`src/rtl/regfile_fib_seq_if.sv`:
```
// regfile_fib_seq_if: control and regfile bus between top, the fib sequencer and the regfile.
interface regfile_fib_seq_if #(
    parameter int DATA_W = 32,
    parameter int ADDR_W = 5
);
    logic              start;
    logic [DATA_W-1:0] init_a;
    logic [DATA_W-1:0] init_b;
    logic [ADDR_W-1:0] ra1;
    logic [ADDR_W-1:0] ra2;
    logic [DATA_W-1:0] rd1;
    logic [DATA_W-1:0] rd2;
    logic              we;
    logic [ADDR_W-1:0] wa;
    logic [DATA_W-1:0] wd;
    logic              busy;
    logic              done;
    logic [DATA_W-1:0] num;

    modport master (
        input  start, init_a, init_b, rd1, rd2,
        output ra1, ra2, we, wa, wd, busy, done, num
    );

    modport slave (
        output start, init_a, init_b, rd1, rd2,
        input  ra1, ra2, we, wa, wd, busy, done, num
    );
endinterface

```
`src/rtl/regfile_fib_seq.sv`:
```
// regfile_fib_seq: seeds r0/r1 then fills the regfile with r[i] = r[i-2] + r[i-1].
// Optional macro REGFILE_FIB_SAT_EN makes the add saturate to all-ones instead of wrapping.
module regfile_fib_seq #(
    parameter int DATA_W   = 32,
    parameter int ADDR_W   = 5,
    parameter int NUM_REGS = 32
) (
    input logic                  clk,
    input logic                  rst_n,
    regfile_fib_seq_if.master    bus
);
    typedef enum logic [2:0] {IDLE, SEED0, SEED1, CALC, WRITE, DONE} state_t;

    localparam logic [ADDR_W-1:0] LAST = ADDR_W'(NUM_REGS - 1);

    state_t            state, nxt;
    logic [DATA_W-1:0] seed_a, seed_b, sum, num_q;
    logic [ADDR_W-1:0] idx, ra1_q, ra2_q;
    logic [DATA_W:0]   full;
    logic [DATA_W-1:0] add_res;

    assign full = {1'b0, bus.rd1} + {1'b0, bus.rd2};
`ifdef REGFILE_FIB_SAT_EN
    assign add_res = full[DATA_W] ? {DATA_W{1'b1}} : full[DATA_W-1:0];
`else
    assign add_res = full[DATA_W-1:0];
`endif

    always_ff @(posedge clk or negedge rst_n) begin
        if (!rst_n)
            state <= IDLE;
        else
            state <= nxt;
    end

    always_comb begin
        nxt = state;
        case (state)
            IDLE:    nxt = bus.start ? SEED0 : IDLE;
            SEED0:   nxt = SEED1;
            SEED1:   nxt = CALC;
            CALC:    nxt = WRITE;
            WRITE:   nxt = (idx == LAST) ? DONE : CALC;
            default: nxt = IDLE;
        endcase
    end

    // ra1/ra2 only move on the edge into CALC so they hold their value elsewhere
    always_ff @(posedge clk or negedge rst_n) begin
        if (!rst_n) begin
            seed_a <= '0;
            seed_b <= '0;
            sum    <= '0;
            num_q  <= '0;
            idx    <= '0;
            ra1_q  <= '0;
            ra2_q  <= '0;
        end else begin
            case (state)
                IDLE: if (bus.start) begin
                    seed_a <= bus.init_a;
                    seed_b <= bus.init_b;
                end
                SEED0: num_q <= seed_a;
                SEED1: begin
                    num_q <= seed_b;
                    idx   <= ADDR_W'(2);
                    ra1_q <= '0;
                    ra2_q <= ADDR_W'(1);
                end
                CALC: sum <= add_res;
                WRITE: begin
                    num_q <= sum;
                    if (idx != LAST) begin
                        idx   <= idx + ADDR_W'(1);
                        ra1_q <= idx - ADDR_W'(1);
                        ra2_q <= idx;
                    end
                end
                default: ;
            endcase
        end
    end

    always_comb begin
        bus.we   = (state == SEED0) || (state == SEED1) || (state == WRITE);
        bus.wa   = (state == SEED1) ? ADDR_W'(1) : (state == WRITE) ? idx : '0;
        bus.wd   = (state == SEED0) ? seed_a : (state == SEED1) ? seed_b :
                   (state == WRITE) ? sum : '0;
        bus.busy = (state != IDLE) && (state != DONE);
        bus.done = (state == DONE);
        bus.ra1  = ra1_q;
        bus.ra2  = ra2_q;
        bus.num  = num_q;
    end
endmodule

```
`src/flat_wrapper.sv`:
```
// flat-port wrapper written by rule: the top's interface ports become plain ports
module regfile_fib_seq_flat 
#(
    parameter int DATA_W   = 32,
    parameter int ADDR_W   = 5,
    parameter int NUM_REGS = 32
)
  (clk, rst_n, bus_start, bus_init_a, bus_init_b, bus_rd1, bus_rd2, bus_ra1, bus_ra2, bus_we, bus_wa, bus_wd, bus_busy, bus_done, bus_num);
  regfile_fib_seq_if #(.DATA_W(DATA_W), .ADDR_W(ADDR_W)) bus_i ();
  input logic clk;
  input logic rst_n;
  input wire logic [$bits(bus_i.start)-1:0] bus_start;
  input wire logic [$bits(bus_i.init_a)-1:0] bus_init_a;
  input wire logic [$bits(bus_i.init_b)-1:0] bus_init_b;
  input wire logic [$bits(bus_i.rd1)-1:0] bus_rd1;
  input wire logic [$bits(bus_i.rd2)-1:0] bus_rd2;
  output wire logic [$bits(bus_i.ra1)-1:0] bus_ra1;
  output wire logic [$bits(bus_i.ra2)-1:0] bus_ra2;
  output wire logic [$bits(bus_i.we)-1:0] bus_we;
  output wire logic [$bits(bus_i.wa)-1:0] bus_wa;
  output wire logic [$bits(bus_i.wd)-1:0] bus_wd;
  output wire logic [$bits(bus_i.busy)-1:0] bus_busy;
  output wire logic [$bits(bus_i.done)-1:0] bus_done;
  output wire logic [$bits(bus_i.num)-1:0] bus_num;
  assign bus_i.start = bus_start;
  assign bus_i.init_a = bus_init_a;
  assign bus_i.init_b = bus_init_b;
  assign bus_i.rd1 = bus_rd1;
  assign bus_i.rd2 = bus_rd2;
  assign bus_ra1 = bus_i.ra1;
  assign bus_ra2 = bus_i.ra2;
  assign bus_we = bus_i.we;
  assign bus_wa = bus_i.wa;
  assign bus_wd = bus_i.wd;
  assign bus_busy = bus_i.busy;
  assign bus_done = bus_i.done;
  assign bus_num = bus_i.num;
  regfile_fib_seq #(.DATA_W(DATA_W), .ADDR_W(ADDR_W), .NUM_REGS(NUM_REGS)) u_core (.clk(clk), .rst_n(rst_n), .bus(bus_i));
endmodule
```
`config.mk`:
```
export PLATFORM = sky130hd
export DESIGN_NAME = regfile_fib_seq_flat
export DESIGN_NICKNAME = d
export VERILOG_FILES = /design/src/rtl/regfile_fib_seq_if.sv /design/src/rtl/regfile_fib_seq.sv /design/src/flat_wrapper.sv
export SDC_FILE = /design/constraint.sdc
export NUM_CORES = 1
export LEC_CHECK = 0
export ABC_AREA = 1
export BUFFER_PORTS_ARGS = -buffer_cell sky130_fd_sc_hd__buf_2
export CAP_MARGIN = 30
export CORE_MARGIN = 2
export CORE_UTILIZATION = 45
export CTS_CLUSTER_DIAMETER = 100
export DETAILED_ROUTE_END_ITERATION = 7
export PLACE_DENSITY = 0.7
export SLEW_MARGIN = 5
export SYNTH_ARGS = -nofsm -noshare
export SYNTH_HDL_FRONTEND = slang
export SYNTH_SLANG_ARGS = --single-unit
export TNS_END_PERCENT = 5
```
`constraint.sdc`:
```
create_clock -name clk -period 1.95 [get_ports clk]
set_input_delay 0.39 -clock clk [delete_from_list [all_inputs] [get_ports clk]]
set_output_delay 0.39 -clock clk [all_outputs]
set_load 0.005 [all_outputs]
```
# Word level (Yosys, flattened, before mapping)
# Cells that the tools add are included.
[totals] reg_bits=146 latch_bits=0 ramBits=0 rom_bits=0 in_bits=131 output_inout_bits=82 wordCells=44 memories=0
[classes] addsub=3 multipliers=0 div_mod_pow=0 magnitude_cmp=0 eq_ne=9 n_shift=0 mux=15 bitwise_logic=0 n_reduce_logical=9
[op_table] operator="two-way mux 32 bit" n=3
[op_table] operator="one-hot mux 32 bit (3 select lines)" n=1
[op_table] operator="adder 32 bit" n=1
[op_table] operator="one-hot mux 5 bit (2 select lines)" n=3
[op_table] operator="two-way mux 5 bit" n=5
[op_table] operator="one-hot mux 3 bit (5 select lines)" n=1
[op_table] operator="== test 3 x 2 -> 1 bit, second input constant" n=2
[op_table] operator="== test 3 bit, second input constant" n=2
[op_table] operator="nonzero test 3 bit" n=2
[op_table] operator="adder 5 x 1 -> 5 bit, second input constant" n=1
[op_table] operator="== test 5 bit, second input constant" n=1
[op_table] operator="inequality test 5 bit, second input constant" n=1
[op_table] operator="subtractor 5 x 1 -> 5 bit, second input constant" n=1
[op_table] operator="AND reduction 2 bit" n=2
[op_table] operator="== test 3 x 1 -> 1 bit, second input constant" n=1
[op_table] operator="logical NOT 3 bit" n=1
[op_table] operator="two-way mux 3 bit" n=1
[op_table] operator="inequality test 3 bit, second input constant" n=1
[op_table] operator="logical OR 1 bit" n=2
[op_table] operator="inequality test 2 x 1 -> 1 bit, second input constant" n=1
[op_table] operator="nonzero test 2 bit" n=1
[op_table] operator="logical AND 1 bit" n=1
[op_table] operator="two-way mux 1 bit" n=1

# Depth between registers and ports, before layout
[depth] depth_word=4 ltp_mapped=12 depth_no_buf=12

# Least setup slack after synthesis
# No wires, ideal clock.
[synth_timing] path_kind="in2reg" from="input bus_rd2[0]" to="register u_core.sum[20]" setup_ps=131 arrival_ps=1750 required_time_ps=1819 setup_slack_ps=69 stages=10 path_buffers=0 path_cell_list="ha_1 fa_1 nand3_1 nand3_1 nand3_1 nand3_1 nand2_1 nand3_1 nand3_1 o21ai_0"
[synth_via] elab_chain_cells=1
[synth_rtl] element="start: declaration" line="flat_wrapper.sv:16" text="input wire logic [$bits(bus_i.rd2)-1:0] bus_rd2;"
[synth_rtl] element="adder 32 bit" line="regfile_fib_seq.sv:22" text="assign full = {1'b0, bus.rd1} + {1'b0, bus.rd2};"
[synth_rtl] element="end signal: assignment" line="regfile_fib_seq.sv:71" text="CALC: sum <= add_res;"
[synth_rtl] element="end: declaration" line="regfile_fib_seq.sv:17" text="logic [DATA_W-1:0] seed_a, seed_b, sum, num_q;"
# Every way passes these cells.
# A chain may end at the register's enable or synchronous reset.

# Final worst setup path
[layout_timing] from="register u_core.state[0]" to="output bus_wd[5]"
[layout_via] elab_chain_cells=4 word_cells_on_any_way=6 cone_classes="3 x eq/ne; 3 x mux"
[layout_rtl] element="start: declaration" line="regfile_fib_seq.sv:16" text="state_t state, nxt;"
[layout_rtl] element="start signal: assignment" line="regfile_fib_seq.sv:33" text="state <= nxt;"
[layout_rtl] element="== test 3 bit" line="regfile_fib_seq.sv:89" text="(state == WRITE) ? sum : '0;"
[layout_rtl] element="two-way mux 32 bit" line="regfile_fib_seq.sv:89"
[layout_rtl] element="two-way mux 32 bit" line="regfile_fib_seq.sv:88" text="bus.wd = (state == SEED0) ? seed_a : (state == SEED1) ? seed_b :"
[layout_rtl] element="two-way mux 32 bit *" line="regfile_fib_seq.sv:88"
[layout_rtl] element="end: declaration" line="flat_wrapper.sv:21" text="output wire logic [$bits(bus_i.wd)-1:0] bus_wd;"
# Mark *: on every way between the ends. The rest lies on a longest branch, timed or not.

==> metrics.md <==
| Metric | Value |
|---|---|
| Vias in the first global route | 7,480 |
| First-pass iteration count of the detailed router | 7 |
| Synth Flop Type | dfrtp_1 |
| Cell taking the most area after synthesis | dfrtp_1 |
| DRT Wirelength | 23,700 um |
| Most frequent cell after synthesis | nand2_1 |
| Slew @ Worst Pin | 0.531 ns |
| Vias | 7,966 |
| Die area | 20,200 um2 |
| Num Clock Sinks | 145 |
| TritonCTS Buffers | 17 |
| Max Freq | 457 MHz |
| Endpoints failing hold | 0 |
| Initial antenna violation count | 3 |
| Nets | 1,517 |
| Wire length on met1 | 10,800 um |
| Most used cell, CP | inv_2 |
| Drt drc | 0 |
| Async SR Flop Fraction | 1.00 |
| Post-synth EDFFs | 0 |
| Core Util, Final | 0.596 |
| Crit end category | output port |
| DR iter-0 viols | 404 |
| Clk pin slew, worst setup/hold paths | 0.07 ns |
| Synthesized net count | 1,251 |
| Sequential power share | 0.393 |
| Count of cell types in the netlist | 37 |
| Period Utilization, post-route | 1.12 |
| Pre-CTS setup slack | -0.142 ns |
| Synth top area cells | dfrtp_1 (42%), nand2_1 (14%), inv_1 (7.6%) |
| Setup violators final | 34 |
| Top Layer Used | met5 |
| Synthesized netlist cell count | 1,085 |
| Port bufs | 212 |
| Commonest cells in the synthesized netlist | nand2_1 (318), inv_1 (174), dfrtp_1 (145), nor2_1 (85), a21oi_1 (61) |
| Internal | 0.00612 W |
| Initial Util | 0.459 |
| Slack of the critical path | -0.238 ns |
| Wire length of the first global-routing pass | 37,400 um |
| Syn-to-layout area delta | 29.7% |
| WP data arrival | 1.80 ns |
| Worst Path Max Fanout | 17 |
| Peak supply drop | 0.641 mV |
| Die W | 142 um |
| Final antenna-violating net count | 0 |
| Crit-path cells | inv_2, nor2_1, inv_2, nor2_4, buf_12, nand2_1, o221ai_4, buf_2 |
| Seq cells post-synth | 145 |
| Drt wl/cell | 14.8 um |
| Clk Tree Root Cell | clkbuf_16 |
| CP max stage cell | dfrtp_2 |
| Total GRT Usage | 0.235 |
| Detail Placement HPWL | 17,700 um |
| DR vias/cell | 4.98 |
| Max-Cap Viols | 0 |
| Core Area | 18,700 um2 |
| Post-Synthesis Cell Area | 8590 um2 |
| Setup CP Type | register to output port |
| Layout cell share with drive strength beyond 1 | 0.300 |
| Rel. slew slack | 0.646 |
| Hold WC Path Type | input pin to register |
| Switching portion of total power | 0.281 |
| WP data required | 1.56 ns |
| Clock buffer depth | 2 |
| Worst Setup Start Kind | register |
| P_sw | 0.00239 W |
| Logic pwr share | 0.210 |
| Unrepaired setup endpoints after global routing | true |
| Clk pwr share | 0.397 |
| Die height | 142 um |
| Slew Viols, Final | 0 |
| Average size of a mapped cell | 7.92 um2 |
| Failing checks | negative setup slack |
| Leakage | 6.14 nW |
| H-tree Lvls | 4 |
| Design Area, Final | 11,100 um2 |
| Routed wl met3 | 1420 um |
| Worst Skew | 0.00892 ns |
| Critical path's largest stage delay | 0.43 ns |
| Post-DP Area | 10,300 um2 |
| CTS tree | yes |
| Setup tns final | -6.91 ns |
| Ys Warns | 0 |
| PwrDens | 764 nW/um2 |
| Tmin final | 2.19 ns |
| Pin count of the biggest net entering global routing | 98 |
| Routability Congestion | 0.906 |
| Worst R2R Setup Slack | 0.16 ns |
| Grt ovf | 0 |
| Clk Latency, worst-skew pair | 0.43 ns |
| Sequential share of the synthesized area | 0.422 |
| IO Count | 213 |
| Fillcell total | 1,687 |
| Met2 routed WL | 11,100 um |
| Status | finished with violations |
| Share of Yosys cell area claimed by the top area cell type | 0.422 |
| Row count | 50 |
==> cell usage in the layout, fill, tap and decap left out, drive strengths merged, types with 2 or more instances in the layout <==
| master | instances |
|---|---|
| diode | 4 |
| xor2 | 2 |
| o21ai | 34 |
| nand3b | 2 |
| nand2 | 319 |
| a21oi | 61 |
| inv | 187 |
| nand4 | 3 |
| nand3 | 55 |
| bufinv | 3 |
| a31o | 32 |
| ha | 34 |
| clkbuf | 18 |
| nor3 | 10 |
| dfrtp | 145 |
| o21bai | 4 |
| clkinv | 6 |
| o221ai | 21 |
| xnor2 | 4 |
| buf | 277 |
| o211ai | 12 |
| nor2 | 90 |
| o21a | 2 |
| mux2 | 32 |
| or2 | 6 |
==> metal layers <==
metal / track usage / vias up
li1: - / 4020
met1: 0.317 / 3681
met3: 0.0508 / 36
met2: 0.382 / 227
met4: 0.0721 / 2
met5: 0 / -
==> worst paths after layout <==
check | start | to | cells after the start
worst min register to register | u_core.bus.ra2[1]$_DFFE_PN0P_ | u_core.bus.ra2[1]$_DFFE_PN0P_ | 2
worst min-delay path | bus_init_a[24] | u_core.seed_a[24]$_DFFE_PN0P_ | 2
max in group asynchronous | rst_n | u_core.seed_a[15]$_DFFE_PN0P_ | 3
min in group asynchronous | rst_n | u_core.seed_b[29]$_DFFE_PN0P_ | 2
worst max register to register | u_core.bus.ra1[0]$_DFFE_PN0P_ | u_core.idx[3]$_DFFE_PN0P_ | 10
worst max-delay path | u_core.state[0]$_DFF_PN0_ | bus_wd[5] | 8
==> layout make-up <==
| type | instances | area, um2 | area share |
|---|---|---|---|
| diodes | 4 | 10.0 | 0.000898 |
| clock buffers | 17 | 425 | 0.0382 |
| inverters | 182 | 688 | 0.0618 |
| flip-flops and latches | 145 | 3630 | 0.326 |
| well taps | 234 | 293 | 0.0263 |
| repair buffers | 279 | 1680 | 0.151 |
| multi-input cells | 726 | 4230 | 0.380 |
| clock inverters | 14 | 179 | 0.0161 |
==> sequential cells by signal (all words and copies together) (netlist names) <==
register	flops
u_core.idx	4
u_core.bus.ra2	5
u_core.seed_a	32
u_core.bus.ra1	5
u_core.sum	32
u_core.seed_b	32
u_core.state	3
u_core.bus.num	32
==> kinds of logic (layout without fill, tap and decap cells) <==
family | Yosys count | after routing | synth area share
buffers and inverters | 215 | 492 | 0.101
adders and majority gates | 35 | 35 | 0.0518
other | 0 | 4 | 0
DFF | 145 | 145 | 0.422
muxes | 32 | 32 | 0.0419
and+or+nand+nor | 484 | 485 | 0.231
AOI/OAI and AO/OA | 168 | 168 | 0.145
xor gates and xnor gates | 6 | 6 | 0.00612
==> power groups by stage <==
stage | Combinational (W) | Clock [W] | Sequential [W]
2_1_floorplan | 0.000917 | 0 | 0.00339
3_3_place_gp | 0.00172 | 0 | 0.00339
3_5_place_dp | 0.00174 | 0 | 0.00340
4_1_cts | 0.00178 | 0.00343 | 0.00334
5_1_grt | 0.00200 | 0.00356 | 0.00337
6_report | 0.00179 | 0.00338 | 0.00335
==> metrics by stage <==
| stage | cells | power [W] | hold WS (ns) |
|---|---|---|---|
| after floorplan | 1085 | 0.00431 | 0.0944 |
| after global placement | 1559 | 0.00511 | 0.342 |
| after detailed placement | 1559 | 0.00514 | 0.355 |
| after CTS | 1594 | 0.00855 | 0.178 |
| after global routing | 1597 | 0.00893 | 0.187 |
| final | 1601 | 0.00851 | 0.188 |
==> what timing repair did <==
item,in CTS,in global routing
pin swaps,2,3
gates resized for setup,14,13
setup endpoints to repair,39,41
buffers inserted,2,2
hold buffers,1,0
hold endpoints to repair,38,0
gates cloned,1,1
==> critical path: cells and delay by family, from the launching register on <==
family | cells | cell delay [ns]
buffers and inverters | 4 | 0.47
and+or+nand+nor | 3 | 0.38
DFF | 1 | 0.43
AOI/OAI and AO/OA | 1 | 0.08
Power figures use the tool's default switching activity.
